===== src/rtl/jtcps1_vram_pkg.sv =====
// Shared client identifiers, arbiter state encoding and grant helper for the CPS1 VRAM read arbiter.
package jtcps1_vram_pkg;

    localparam int NCL = 3;

    localparam logic [1:0] CL_SCR = 2'd0;
    localparam logic [1:0] CL_OBJ = 2'd1;
    localparam logic [1:0] CL_PAL = 2'd2;

    typedef enum logic [1:0] {
        ST_IDLE = 2'd0,
        ST_WAIT = 2'd1,
        ST_DATA = 2'd2
    } state_t;

    // Round-robin successor in the order scroll -> obj -> pal -> scroll.
    function automatic logic [1:0] next_cl(input logic [1:0] c);
        logic [1:0] n;
        case (c)
            CL_SCR:  n = CL_OBJ;
            CL_OBJ:  n = CL_PAL;
            default: n = CL_SCR;
        endcase
        return n;
    endfunction

endpackage


===== src/rtl/jtcps1_vram_slot.sv =====
// One client's cached VRAM word: last filled address, data and valid, plus the ok/pending decode.
module jtcps1_vram_slot
    import jtcps1_vram_pkg::*;
#(
    parameter int AW = 23
) (
    input  logic          clk,
    input  logic          rst,
    input  logic [AW-1:0] addr,
    input  logic          cs,
    input  logic          busy,
    input  logic          fill,
    input  logic [AW-1:0] fill_addr,
    input  logic [15:0]   fill_data,
    output logic [15:0]   data,
    output logic          ok,
    output logic          pending
);

    logic [AW-1:0] last_addr_q, last_addr_d;
    logic [15:0]   data_q, data_d;
    logic          valid_q, valid_d;

    // Next-state of the cache entry: a fill only validates if the client still holds cs.
    always_comb begin
        last_addr_d = last_addr_q;
        data_d      = data_q;
        valid_d     = valid_q & cs;
        if (fill) begin
            last_addr_d = fill_addr;
            data_d      = fill_data;
            valid_d     = cs;
        end else begin
            valid_d     = valid_q & cs;
        end
    end

    // Cache entry registers.
    always_ff @(posedge clk or posedge rst) begin
        if (rst) begin
            last_addr_q <= {AW{1'b0}};
            data_q      <= 16'h0000;
            valid_q     <= 1'b0;
        end else begin
            last_addr_q <= last_addr_d;
            data_q      <= data_d;
            valid_q     <= valid_d;
        end
    end

    assign ok      = valid_q & cs & (addr == last_addr_q);
    assign pending = cs & ~ok & ~busy;
    assign data    = data_q;

endmodule


===== src/rtl/jtcps1_vram_arb.sv =====
// CPS1 VRAM read arbiter: scroll/object/palette clients share one SDRAM read port.
// Define VRAM_ARB_RR_EN for round-robin grant; otherwise fixed priority obj > scroll > pal.
module jtcps1_vram_arb
    import jtcps1_vram_pkg::*;
#(
    parameter int            AW      = 23,
    parameter int            PALW    = 18,
    parameter logic [AW-1:0] PAL_OFF = {AW{1'b0}}
) (
    input  logic            clk,
    input  logic            rst,
    input  logic [23:1]     vram1_addr,
    input  logic            vram1_cs,
    output logic [15:0]     vram1_data,
    output logic            vram1_ok,
    input  logic [23:1]     vobj_addr,
    input  logic            vobj_cs,
    output logic [15:0]     vobj_data,
    output logic            vobj_ok,
    input  logic [PALW-1:0] vpal_addr,
    input  logic            vpal_cs,
    output logic [15:0]     vpal_data,
    output logic            vpal_ok,
    output logic [AW:1]     sdram_addr,
    output logic            sdram_req,
    input  logic            sdram_ack,
    input  logic            sdram_rdy,
    input  logic [15:0]     sdram_din
);

    state_t          state_q, state_d;
    logic [1:0]      cl_q, cl_d;
    logic [AW-1:0]   addr_q, addr_d;
    logic            req_q, req_d;

    logic [AW-1:0]   cl_addr_s [NCL];
    logic [15:0]     data_s    [NCL];
    logic [NCL-1:0]  cs_s, ok_s, pend_s, busy_s, fill_s;
    logic            fill_any_s;
    logic            grant_vld_s;
    logic [1:0]      grant_cl_s;

    // Palette sits at PAL_OFF in SDRAM; the sum wraps at 2^AW.
    assign cl_addr_s[CL_SCR] = AW'(vram1_addr);
    assign cl_addr_s[CL_OBJ] = AW'(vobj_addr);
    assign cl_addr_s[CL_PAL] = PAL_OFF + AW'(vpal_addr);
    assign cs_s              = {vpal_cs, vobj_cs, vram1_cs};

    // A simultaneous ack+rdy in WAIT is a complete fill.
    assign fill_any_s = ((state_q == ST_DATA) & sdram_rdy) |
                        ((state_q == ST_WAIT) & sdram_ack & sdram_rdy);

    // Per-slot service and fill strobes.
    always_comb begin
        busy_s = {NCL{1'b0}};
        fill_s = {NCL{1'b0}};
        for (int i = 0; i < NCL; i++) begin
            busy_s[i] = (state_q != ST_IDLE) & (cl_q == 2'(i));
            fill_s[i] = fill_any_s & (cl_q == 2'(i));
        end
    end

    for (genvar g = 0; g < NCL; g++) begin : g_slot
        jtcps1_vram_slot #(.AW(AW)) u_slot (
            .clk       (clk),
            .rst       (rst),
            .addr      (cl_addr_s[g]),
            .cs        (cs_s[g]),
            .busy      (busy_s[g]),
            .fill      (fill_s[g]),
            .fill_addr (addr_q),
            .fill_data (sdram_din),
            .data      (data_s[g]),
            .ok        (ok_s[g]),
            .pending   (pend_s[g])
        );
    end

`ifdef VRAM_ARB_RR_EN
    logic [1:0] last_q;
    logic [1:0] c0_s, c1_s, c2_s;

    assign c0_s = next_cl(last_q);
    assign c1_s = next_cl(c0_s);
    assign c2_s = next_cl(c1_s);

    // Round-robin search starting after the last granted client.
    always_comb begin
        grant_vld_s = 1'b1;
        grant_cl_s  = c0_s;
        if (pend_s[c0_s]) begin
            grant_cl_s = c0_s;
        end else if (pend_s[c1_s]) begin
            grant_cl_s = c1_s;
        end else if (pend_s[c2_s]) begin
            grant_cl_s = c2_s;
        end else begin
            grant_vld_s = 1'b0;
        end
    end

    // Last-granted pointer; resets to pal so the first search begins at scroll.
    always_ff @(posedge clk or posedge rst) begin
        if (rst) begin
            last_q <= CL_PAL;
        end else if ((state_q == ST_IDLE) && grant_vld_s) begin
            last_q <= grant_cl_s;
        end else begin
            last_q <= last_q;
        end
    end
`else
    // Fixed priority grant: obj > scroll > pal.
    always_comb begin
        grant_vld_s = 1'b1;
        grant_cl_s  = CL_OBJ;
        if (pend_s[CL_OBJ]) begin
            grant_cl_s = CL_OBJ;
        end else if (pend_s[CL_SCR]) begin
            grant_cl_s = CL_SCR;
        end else if (pend_s[CL_PAL]) begin
            grant_cl_s = CL_PAL;
        end else begin
            grant_vld_s = 1'b0;
        end
    end
`endif

    // Arbiter next state; an issued SDRAM read always runs to completion.
    always_comb begin
        state_d = state_q;
        cl_d    = cl_q;
        addr_d  = addr_q;
        req_d   = req_q;
        case (state_q)
            ST_IDLE: begin
                if (grant_vld_s) begin
                    state_d = ST_WAIT;
                    cl_d    = grant_cl_s;
                    addr_d  = cl_addr_s[grant_cl_s];
                    req_d   = 1'b1;
                end else begin
                    req_d   = 1'b0;
                end
            end
            ST_WAIT: begin
                if (sdram_ack) begin
                    req_d   = 1'b0;
                    state_d = sdram_rdy ? ST_IDLE : ST_DATA;
                end else begin
                    req_d   = 1'b1;
                end
            end
            ST_DATA: begin
                if (sdram_rdy) begin
                    state_d = ST_IDLE;
                end else begin
                    state_d = ST_DATA;
                end
            end
            default: begin
                state_d = ST_IDLE;
                req_d   = 1'b0;
            end
        endcase
    end

    // Arbiter state and registered SDRAM request outputs.
    always_ff @(posedge clk or posedge rst) begin
        if (rst) begin
            state_q <= ST_IDLE;
            cl_q    <= CL_SCR;
            addr_q  <= {AW{1'b0}};
            req_q   <= 1'b0;
        end else begin
            state_q <= state_d;
            cl_q    <= cl_d;
            addr_q  <= addr_d;
            req_q   <= req_d;
        end
    end

    assign sdram_addr = addr_q;
    assign sdram_req  = req_q;
    assign vram1_data = data_s[CL_SCR];
    assign vobj_data  = data_s[CL_OBJ];
    assign vpal_data  = data_s[CL_PAL];
    assign vram1_ok   = ok_s[CL_SCR];
    assign vobj_ok    = ok_s[CL_OBJ];
    assign vpal_ok    = ok_s[CL_PAL];

endmodule


===== config.mk =====
export PLATFORM = sky130hd
export DESIGN_NAME = jtcps1_vram_arb
export DESIGN_NICKNAME = d
export VERILOG_FILES = /design/src/rtl/jtcps1_vram_pkg.sv /design/src/rtl/jtcps1_vram_slot.sv /design/src/rtl/jtcps1_vram_arb.sv
export SDC_FILE = /design/constraint.sdc
export NUM_CORES = 1
export LEC_CHECK = 0
export ABC_CLOCK_PERIOD_IN_PS = 6340
export CORE_MARGIN = 2
export CORE_UTILIZATION = 37
export CTS_BUF_LIST = sky130_fd_sc_hd__clkbuf_4 sky130_fd_sc_hd__clkbuf_8 sky130_fd_sc_hd__clkbuf_16
export CTS_CLUSTER_DIAMETER = 30
export DETAILED_ROUTE_END_ITERATION = 10
export GPL_TIMING_DRIVEN = 0
export PLACE_DENSITY = 0.74
export REMOVE_ABC_BUFFERS = 1
export SYNTH_ARGS = -nofsm -noshare
export SYNTH_HDL_FRONTEND = slang
export SYNTH_SLANG_ARGS = --single-unit

===== constraint.sdc =====
create_clock -name clk -period 6.34 [get_ports clk]
set_input_delay 0.951 -clock clk [delete_from_list [all_inputs] [get_ports clk]]
set_output_delay 0.951 -clock clk [all_outputs]
set_load 0.03 [all_outputs]

==> results.py <==
metrics = {
    "sta": {
        "slew_viol_final": 0,
        "tightest_slew_ns": 1.105,
        "timing.fmax_mhz": 222.8,
        "hold_ws_ns": 0.5035,
        "hold_violations": 0,
        "finalSetupViolCount": 0,
        "slew_headroom": 0.2634,
        "clock_skew_ns": 0.007423,
        "rsz0062_at_grt": "no",
        "timing.final.crit_period_ns": 4.489,
        "min_period_over_period": 0.7080,
        "finalWorstSetupSlack_ns": 1.851,
    },
    "worst_hold_path": {
        "hold_depth": 1,
        "hp-class": "register to register",
    },
    "synthesis": {
        "syn_area_per_cell_um2": 12.73,
        "syn_area_mm2": 0.006938,
        "yosysSeqAreaShare": 0.5338,
        "synth_ff_type": "dfrtp_1",
        "async_reset_ff_frac": 1.000,
        "synthDistinctLibCells": 46,
        "yosys.area.top_type": "dfrtp_1",
        "synth_edf_count": 0,
        "ys_warn_count": 0,
        "ys_ff_latch": 148,
        "synth_area_leaders": "dfrtp_1 (53%), mux2_2 (19%), xor2_1 (4.8%), xnor2_1 (3.4%), inv_1 (2.8%)",
        "yosysTopAreaCellShare": 0.5338,
        "netlist_instances": 545,
    },
    "grt": {
        "grt_max_degree": 78,
        "track_usage": 0.1995,
        "grt_first_pass_wirelength_um": 29890,
        "grt_pass1_vias": 5450,
        "grt_overflow_total": 0,
        "antenna_found_initial": 2,
    },
    "critical_path": {
        "r2r.worst_path.cells": 6,
        "crit_chain": "clkdlybuf4s50_1 -> xnor2_1 -> nand4_1 -> or4_1 -> nor3_1 -> clkdlybuf4s50_1",
        "crit_family": "buffers and inverters",
        "cpMostUsedCell": "clkdlybuf4s50_1",
        "cpMaxStageDelayCell": "clkdlybuf4s50_1",
        "cp_num_buf_inv": 2,
        "max_stage_delay_ns": 0.74,
        "cp-start-kind": "input pin",
        "worstSetupEndpointType": "output port",
        "crit_type": "input pin to output port",
        "critical_path_required_ns": 5.39,
        "worstPathMaxFanout": 2,
        "cp.depth": 6,
        "arrival_ns": 3.54,
    },
    "routing": {
        "routed_wl_um": 19230,
        "vias_per_cell": 5.250,
        "first_pass_iters": 5,
        "drcViolationCount": 0,
        "dr_total_vias": 5024,
        "wl_per_cell_um": 20.09,
        "drtAntennaViolNets": 0,
        "drt_iter0_drc": 235,
    },
    "clock_network": {
        "cts-hold-fix-buffers": 0,
        "h-tree-depth": 4,
        "clockRootBuffer": "clkbuf_16",
        "post_cts_buffers": 0,
        "clk_latency_ns": 0.43,
        "cts_tree": "yes",
        "numCtsBuffers": 17,
        "cts_buffer_depth": 2,
        "clock-sinks": 148,
        "clk_pin_slew_ns": 0.06,
        "cts_resized": 0,
    },
    "floorplanning": {
        "coreArea_mm2": 0.01858,
        "dieArea_mm2": 0.01986,
        "start_util": 0.3734,
        "die_w_um": 140.9,
        "placementRows": 50,
        "ios": 162,
        "fp.dieH_um": 140.9,
    },
    "cells_and_area": {
        "postLayoutCellArea_mm2": 0.009559,
        "fin_cells": 957,
        "drive_gt1_frac": 0.2396,
        "area_growth_pct": 37.78,
        "layout.nets": 803,
    },
    "placed_design": {
        "dp_worst_setup_slack_ns": 1.665,
        "gp_congestion": 0.8687,
        "hpwl_um": 13770,
        "portBuffers": 161,
        "postPlaceCellArea_mm2": 0.008901,
        "dp_cells": 926,
    },
    "power_and_ir_drop": {
        "p_per_area_mw_per_mm2": 510.4,
        "p_leak_nw": 4.280,
        "total_power_mw": 4.879,
        "peakVddDrop_mv": 0.4014,
    },
    "outcome": {
        "status": "finished clean",
    },
    "job": {
        "drv_cap": 0,
    },
}
synthesized netlist by cell type (2+ instances only):
cell type  number
buf_2           3
nand4_1        12
buf_6           2
ha_1            5
nor2b_1         2
o21ai_0         2
o221ai_1        5
a21o_1          2
a31oi_1         2
or3_1           3
nor2_1          4
nand2b_1        2
mux2_2        118
nor4_1         15
a221o_1        10
nor3_1          2
o31a_1          2
a21oi_1         3
clkbuf_1        8
inv_1          51
nand2_1        20
a21boi_0        2
buf_1          10
o32ai_1        18
xnor2_1        27
or4_1           3
nand3_1         2
xor2_1         38
dfrtp_1       148
a221o_2         8
state kept, by name (all words and copies together) (netlist names):
register and cells:
g_slot.u_slot.data 48, state_q 2, sdram_req 1, cl_q 2
g_slot.u_slot.valid_q 3, g_slot.u_slot.last_addr_q 69, sdram_addr 23
kinds of logic after synthesis:
| logic type | count (synthesis) | synth area share |
|---|---|---|
| flops | 148 | 0.5338 |
| mux | 119 | 0.1930 |
| buf+inv | 74 | 0.04274 |
| simple gates | 74 | 0.06330 |
| xor+xnor | 65 | 0.08206 |
| compound gates | 60 | 0.07611 |
| fa+ha+maj | 5 | 0.009017 |
per-layer routing:
layer / global-route usage / vias up / share of wire
li1: - / 2278 / -
met1: 0.2376 / 2503 / 0.41
met5: 0 / - / 0.00068
met2: 0.3209 / 202 / 0.46
met4: 0.08842 / 2 / 0.026
met3: 0.07880 / 39 / 0.096
worst paths after layout:
| kind | from | to | slack [ns] |
|---|---|---|---|
| setup / recovery | vpal_addr[2] | vpal_ok | 1.85 |
| setup reg to reg | g_slot[1].u_slot.last_addr_q[8]$_DFFE_PP0P_ | sdram_addr[1]$_DFFE_PP0P_ | 2.69 |
| min in group asynchronous | rst | g_slot[1].u_slot.data[3]$_DFFE_PP0P_ | 1.00 |
| max in group asynchronous | rst | sdram_addr[7]$_DFFE_PP0P_ | 4.50 |
| hold / removal | g_slot[1].u_slot.data[9]$_DFFE_PP0P_ | g_slot[1].u_slot.data[9]$_DFFE_PP0P_ | 0.50 |
| hold reg to reg | g_slot[1].u_slot.data[9]$_DFFE_PP0P_ | g_slot[1].u_slot.data[9]$_DFFE_PP0P_ | 0.50 |
through the flow:
stage / utilization / setup TNS (ns)
after floorplan: - / 0
after global placement: 0.4702 / -110.11
after detailed placement: 0.4791 / 0
after CTS: 0.5143 / 0
after global routing: 0.5143 / 0
final: 0.5145 / 0
cell type report:
class                   count  area, µm²
multi-input cells         323       2958
clock inverters             9      175.2
clock buffers              21      480.5
repair buffers            170       1750
diodes                      1      2.502
well taps                 234      292.8
fillers                  1579       9021
flip-flops and latches    148       3704
inverters                  51      196.4
power by group:
group	leakage [nW]	internal (mW)	switching, mW
logic	2.07	0.976	1.11
clock network	0.317	0.734	0.391
registers	1.89	1.37	0.300
cell usage in the layout, fill, tap and decap left out, types with 3 or more instances in the layout:
cell	netlist	layout
inv_1	51	50
clkdlybuf4s50_1	0	161
nor4_1	15	15
bufinv_16	0	5
mux2_2	118	118
a221o_2	8	8
xor2_1	38	38
o221ai_1	5	5
clkbuf_8	0	4
clkbuf_16	0	17
or4_1	3	3
xnor2_1	27	27
dfrtp_1	148	148
ha_1	5	5
a21oi_1	3	3
a221o_1	10	10
nor2_1	4	4
buf_8	0	3
o32ai_1	18	18
nand4_1	12	12
nand2_1	20	20
Power figures use the tool's default switching activity.
